$ cat src/rtl/gray_pkg.sv
// gray_pkg: shared Gray-code helpers for the counter and the async FIFO.
//   bin2gray(b) : b XOR (b >> 1)
//   gray2bin(g) : prefix-XOR inverse, MSB first
// Both work on GRAY_MAX_WIDTH-bit arguments. Narrower values are zero-extended
// on the way in, and the low WIDTH bits of the result are used. This is exact
// because a zero MSB contributes nothing to either transform.
package gray_pkg;

    localparam int GRAY_MIN_WIDTH = 2;
    localparam int GRAY_MAX_WIDTH = 32;

    function automatic logic [GRAY_MAX_WIDTH-1:0] bin2gray(
        input logic [GRAY_MAX_WIDTH-1:0] b
    );
        return b ^ (b >> 1);
    endfunction

    function automatic logic [GRAY_MAX_WIDTH-1:0] gray2bin(
        input logic [GRAY_MAX_WIDTH-1:0] g
    );
        logic [GRAY_MAX_WIDTH-1:0] b;
        b[GRAY_MAX_WIDTH-1] = g[GRAY_MAX_WIDTH-1];
        for (int i = GRAY_MAX_WIDTH-2; i >= 0; i--) begin
            b[i] = b[i+1] ^ g[i];
        end
        return b;
    endfunction

endpackage

$ cat src/rtl/gray_code_conv.sv
// gray_code_conv: purely combinational binary-to-Gray conversion.
//   bin_i  [WIDTH-1:0] : binary input
//   gray_o [WIDTH-1:0] : bin_i XOR (bin_i >> 1)
module gray_code_conv #(
    parameter int WIDTH = 2
) (
    input  logic [WIDTH-1:0] bin_i,
    output logic [WIDTH-1:0] gray_o
);

    assign gray_o = bin_i ^ (bin_i >> 1);

endmodule

$ cat src/rtl/gray_code_counter.sv
// gray_code_counter: registered Gray-code counter. It is the read-side and
// write-side pointer generator in the async FIFO.
//   rd_clk     : counting clock; all state updates happen on its rising edge
//   not_reset  : asynchronous, active-low reset
//   en         : count enable
//   value      : current Gray count; driven directly from a flop
//   value_next : Gray code that value takes on the next enabled edge (combinational)
//   wrap       : one-cycle registered pulse after value steps from the last code to 0
// Optional macro GRAY_CODE_COUNTER_BIN_OUT_EN:
//   - adds output bin_value, the registered binary count;
//   - adds a simulation assertion that value changes in at most one bit per edge.
module gray_code_counter
    import gray_pkg::*;
#(
    parameter int WIDTH = 2
) (
    input  logic             rd_clk,
    input  logic             not_reset,
    input  logic             en,
    output logic [WIDTH-1:0] value,
    output logic [WIDTH-1:0] value_next,
`ifdef GRAY_CODE_COUNTER_BIN_OUT_EN
    output logic [WIDTH-1:0] bin_value,
`endif
    output logic             wrap
);

    if (WIDTH < GRAY_MIN_WIDTH || WIDTH > GRAY_MAX_WIDTH) begin : g_bad_width
        $error("gray_code_counter: WIDTH out of range");
    end

    logic [WIDTH-1:0] bin_q, bin_d;
    logic [WIDTH-1:0] value_q, gray_d;
    logic             wrap_q, wrap_d;

    assign bin_d = bin_q + 1'b1;

    gray_code_conv #(.WIDTH(WIDTH)) u_conv (
        .bin_i  (bin_d),
        .gray_o (gray_d)
    );

    // Stepping from the all-ones binary count is the only step that returns to 0.
    assign wrap_d = en && (bin_q == {WIDTH{1'b1}});

    always_ff @(posedge rd_clk or negedge not_reset) begin
        if (!not_reset) begin
            bin_q   <= '0;
            value_q <= '0;
            wrap_q  <= 1'b0;
        end else begin
            wrap_q <= wrap_d;
            if (en) begin
                bin_q   <= bin_d;
                value_q <= gray_d;
            end
        end
    end

    assign value      = value_q;
    assign value_next = gray_d;
    assign wrap       = wrap_q;

`ifdef GRAY_CODE_COUNTER_BIN_OUT_EN
    assign bin_value = bin_q;

    // Every candidate update is exactly one bit away from the current code.
    // Checking against value_next, not $past, keeps this check correct
    // across a reset pulse that occurs between edges.
    a_one_bit_step: assert property (@(posedge rd_clk) disable iff (!not_reset)
        $onehot(value_q ^ value_next));
    a_value_is_gray: assert property (@(posedge rd_clk) disable iff (!not_reset)
        value_q == (bin_q ^ (bin_q >> 1)));
`endif

endmodule

$ cat config.mk
export PLATFORM = sky130hd
export DESIGN_NAME = gray_code_counter
export DESIGN_NICKNAME = d
export VERILOG_FILES = /design/src/rtl/gray_pkg.sv /design/src/rtl/gray_code_conv.sv /design/src/rtl/gray_code_counter.sv
export SDC_FILE = /design/constraint.sdc
export NUM_CORES = 1
export LEC_CHECK = 0
export BUFFER_PORTS_ARGS = -buffer_cell sky130_fd_sc_hd__buf_4
export CORE_AREA = 4 4 41 43
export DETAILED_ROUTE_END_ITERATION = 8
export DIE_AREA = 0 0 45 47
export PLACE_DENSITY = 0.43
export SLEW_MARGIN = 30
export SYNTH_ARGS = -nofsm -noshare
export SYNTH_HDL_FRONTEND = slang
export SYNTH_SLANG_ARGS = --single-unit
$ cat constraint.sdc
create_clock -name rd_clk -period 2.1 [get_ports rd_clk]
set_input_delay 0.42 -clock rd_clk [delete_from_list [all_inputs] [get_ports rd_clk]]
set_output_delay 0.42 -clock rd_clk [all_outputs]
set_load 0.05 [all_outputs]
==> flow_summary.json, run 1 <==
{
  "clock-sinks": 4,
  "end_kind": "primary output",
  "worstHoldPathCells": 2,
  "period_share_pct": 87.2,
  "r2r_end": "value[0]",
  "critical_path_arrival_ps": 1410,
  "coreArea_mm2": 0.00130,
  "critPathMaxFanout": 3,
  "crit_type": "flop to primary output",
  "cp-endpoint": "value_next[0]",
  "path_clk_slew_ps": 40,
  "dieArea_mm2": 0.00212,
  "synth_seq_area_share_pct": 56.3,
  "hold_violations": 0,
  "ys_types": 8,
  "numCtsBuffers": 3,
  "syn_to_final_growth_pct": 50.0,
  "start_util_pct": 13.7,
  "die_w_um": 45,
  "grt_pass1_vias": 116,
  "slew_headroom_pct": 87.4,
  "holdCritStartpoint": "en",
  "critPathSlowestCell": "dfrtp_1",
  "antenna_cells": 0,
  "setup_tns_ps": 0,
  "fillers": 149,
  "cts_resized": 0,
  "hp-class": "input pin to flop",
  "gp_congestion": 0.685,
  "io_buffer_count": 7,
  "wirelength_um": 312,
  "final-max-slew-violation-count": 0,
  "r2r-start": "bin_q[0]",
  "reg2reg_slack_ps": 830,
  "row_count": 13,
  "reg2reg_depth": 3,
  "die_h_um": 47,
  "cts_tree": "built",
  "fmax_mhz": 546,
  "ant_nets": 0,
  "antenna_found_initial": 0,
  "slowest_delay_ps": 400,
  "first_pass_iters": 3,
  "ff_latch_area_um2": 100,
  "synthCells": 12,
  "max-cap-violations": 0,
  "clk_path_buf_depth": 2,
  "fin_nets": 27,
  "layout_setup_ws_ps": 268,
  "yosys_warnings": 0,
  "multiInputGateArea_um2": 62.6,
  "syn-num-nets": 16,
  "drive_gt1_share_pct": 57.1,
  "fin_crit_ps": 1830,
  "vias_per_cell": 3.22,
  "hold_ws_ps": 408,
  "final_util_pct": 20.5,
  "grt_usage_pct": 4.28,
  "cts-htree-levels": 1,
  "dp_slack_ps": 499,
  "synth-seq-cells": 4,
  "syn_area_per_cell_um2": 14.8,
  "rsz0062_at_grt": "no",
  "tightestPinTransition_ps": 187,
  "fin_skew_ps": 1.30,
  "setup_viol": 0,
  "grt_pass1_wl_um": 524,
  "crit_start": "bin_q[0]",
  "detail_route.iter0.violations": 3,
  "crit_chain": "ha_1, xnor2_1, buf_4",
  "insertion_delay_ps": 230,
  "syn_area_um2": 178,
  "grt_max_degree": 5,
  "worst-endpoint-required_ps": 1680,
  "overflow": 0,
  "ios": 8,
  "wl_per_cell_um": 8.67,
  "root_buffer": "clkbuf_4",
  "drcViolationCount": 0,
  "startpoint_type": "flop",
  "status": "completed",
  "vias": 116
}
routing by layer:
layer / GRT usage (%) / vias to the layer above / routed length, µm
li1: - / 56 / -
met1: 4.36 / 52 / 145
met2: 3.67 / 8 / 112
met3: 6.13 / 0 / 54
met4: 3.51 / 0 / 0
met5: 0 / - / 0
cell families after synthesis:
group | after synthesis | synth area share, %
DFF | 4 | 56.3
xor gates and xnor gates | 2 | 9.86
buffers and inverters | 2 | 8.45
muxes | 2 | 14.8
adders and majority gates | 1 | 7.04
and+or+nand+nor | 1 | 3.52
Yosys cell counts:
cell type  number  share of area (%)
mux2_2          1                6.3
ha_1            1                7.0
and2_1          1                3.5
mux2_4          1                8.4
buf_4           2                8.4
xor2_1          1                4.9
xnor2_1         1                4.9
dfrtp_1         4                 56
final cells by class:
class / instances / share of cell area (%)
multi-input cells: 6 / 23.5
repair buffers: 8 / 23.5
clock buffers: 3 / 8.45
well taps: 15 / 7.04
flip-flops and latches: 4 / 37.6
worst min path at each step:
stage / endpoint / slack, ps
after global placement: wrap / 220
final: bin_q[0] / 410
after detailed placement: wrap / 220
after global routing: bin_q[0] / 410
after floorplan: bin_q[0] / 120
after CTS: bin_q[0] / 400
sequential cells by signal, indices dropped and copies added, names as in the netlist:
register	cells
wrap	1
value	1
bin_q	2
layout by cell type (no fill, tap or decap), drive strengths merged:
cell type,instances
and2,1
clkbuf,3
xor2,1
mux2,2
buf,7
xnor2,1
dlygate4sd3,1
ha,1
dfrtp,4
metrics by stage:
stage	cells	instance area [µm²]
6_report	36	267
5_1_grt	36	267
4_1_cts	36	267
3_5_place_dp	32	234
3_3_place_gp	32	234
2_1_floorplan	12	178
critical path, delay by kind of cell (launching register included):
kind | cells | cell delay, ps
fa+ha+maj | 1 | 330
buf+inv | 1 | 230
xor+xnor | 1 | 220
flops | 1 | 400
what timing repair did:
| action | CTS | global route |
|---|---|---|
| hold buffers | 1 | 0 |
| setup buffers | 0 | 0 |
| hold endpoints to repair | 4 | 0 |
| setup endpoints to repair | 0 | 0 |
Power of run 1 is not shown: default switching activity piles up to over one toggle a cycle in this logic, so the estimate is an artifact.
==> run 2: changes to the inputs <==
--- a/config.mk
+++ b/config.mk
@@ -9,7 +9,7 @@
 export CORE_AREA = 4 4 41 43
 export DETAILED_ROUTE_END_ITERATION = 8
 export DIE_AREA = 0 0 45 47
-export PLACE_DENSITY = 0.43
+export PLACE_DENSITY = 0.35
 export SLEW_MARGIN = 30
 export SYNTH_ARGS = -nofsm -noshare
 export SYNTH_HDL_FRONTEND = slang
==> run 2 against run 1 <==
Compared with the run above:
- final area is the same
- worst setup slack lost 41 ps
- global-route usage shrank 0.87 points
- sequential share of layout area is the same
- register-to-register slack is essentially flat
- first-iteration DRC count is the same
- clock skew grew 2.4 ps
- maximum frequency shrank 2.2%
- critical endpoint unchanged
==> flow_summary.json, run 2 (synthesis results as in run 1) <==
{
  "holdCritStartpoint": "en",
  "ios": 8,
  "cts_resized": 0,
  "hold_buffers": 1,
  "cts_tree": "built",
  "multiInputGateArea_um2": 62.6,
  "cts_setup_buffers": 0,
  "r2r-start": "bin_q[0]",
  "critical_path_arrival_ps": 1450,
  "status": "completed",
  "antenna_cells": 0,
  "fillers": 149,
  "setup_viol": 0,
  "clk_path_buf_depth": 2,
  "final-max-slew-violation-count": 0,
  "max-cap-violations": 0,
  "hp-class": "input pin to flop",
  "vias": 110,
  "end_kind": "primary output",
  "ff_latch_area_um2": 100,
  "fmax_mhz": 534,
  "dieArea_mm2": 0.00212,
  "root_buffer": "clkbuf_4",
  "die_w_um": 45,
  "overflow": 0,
  "row_count": 13,
  "startpoint_type": "flop",
  "fin_nets": 27,
  "fin_crit_ps": 1870,
  "setup_tns_ps": 0,
  "slew_headroom_pct": 84.7,
  "largest_register": "bin_q",
  "start_util_pct": 13.7,
  "period_share_pct": 89.2,
  "vias_per_cell": 3.06,
  "fin_skew_ps": 3.65,
  "drcViolationCount": 0,
  "grt_max_degree": 5,
  "cts-htree-levels": 1,
  "insertion_delay_ps": 230,
  "grt_pass1_vias": 99,
  "io_buffer_count": 7,
  "gp_congestion": 0.675,
  "syn_to_final_growth_pct": 50.0,
  "layout_common_cells": "buf_4, dfrtp_1, clkbuf_4",
  "final_common_cell": "buf_4",
  "path_clk_slew_ps": 30,
  "largest_reg_flops": 2,
  "crit_type": "flop to primary output",
  "wl_per_cell_um": 8.61,
  "detail_route.iter0.violations": 3,
  "crit_start": "bin_q[0]",
  "numCtsBuffers": 3,
  "dp_hpwl_um": 256,
  "coreArea_mm2": 0.00130,
  "drive_gt1_share_pct": 57.1,
  "grt_pass1_wl_um": 427,
  "rsz0062_at_grt": "no",
  "first_pass_iters": 2,
  "worst-endpoint-required_ps": 1680,
  "clock-sinks": 4,
  "antenna_found_initial": 0,
  "tightestPinTransition_ps": 228,
  "critPathMaxFanout": 3,
  "hold_violations": 0,
  "wirelength_um": 310,
  "grt_usage_pct": 3.41,
  "die_h_um": 47,
  "ant_nets": 0
}
-- run 2: cell counts in the layout (fill, tap and decap cells not counted) --
No cell type changed its count.
-- run 2: layer usage --
layer | GRT usage (%) | up-vias | part of all wire [%]
li1 | - | 57 | -
met1 | 3.68 | 47 | 52
met2 | 3.39 | 6 | 30
met3 | 5.75 | 0 | 18
met4 | 0 | 0 | 0
met5 | 0 | - | 0
-- run 2: worst max-delay path: stages (launching register included) --
cell and delay, ps:
dfrtp_1 410, ha_1 330, xnor2_1 250, buf_4 240
-- run 2: cell type report --
| type | instances | share of cell area [%] |
|---|---|---|
| Sequential cell | 4 | 37.6 |
| Multi-Input combinational cell | 6 | 23.5 |
| Timing Repair Buffer | 8 | 23.5 |
| Clock buffer | 3 | 8.45 |
| Tap cell | 15 | 7.04 |
-- run 2: stage by stage --
step / setup WS [ps] / hold WS [ps] / instance area [µm²] / instances / utilization, %
after detailed placement: 462 / 218 / 234 / 32 / 18.0
after global routing: 182 / 404 / 267 / 36 / 20.5
after CTS: 212 / 401 / 267 / 36 / 20.5
after floorplan: 88.5 / 124 / 178 / 12 / -
after global placement: 494 / 219 / 234 / 32 / 18.0
final: 227 / 412 / 267 / 36 / 20.5
-- run 2: final timing paths --
kind,depth (start not counted),endpoint,slack (ps)
setup / recovery,3,value_next[0],230
hold / removal,2,bin_q[0],410
setup reg to reg,3,value[0],820
hold reg to reg,1,bin_q[0],520
max in group asynchronous,2,bin_q[0],1470
min in group asynchronous,2,value[0],530
Power of run 2 is left out for the same reason.
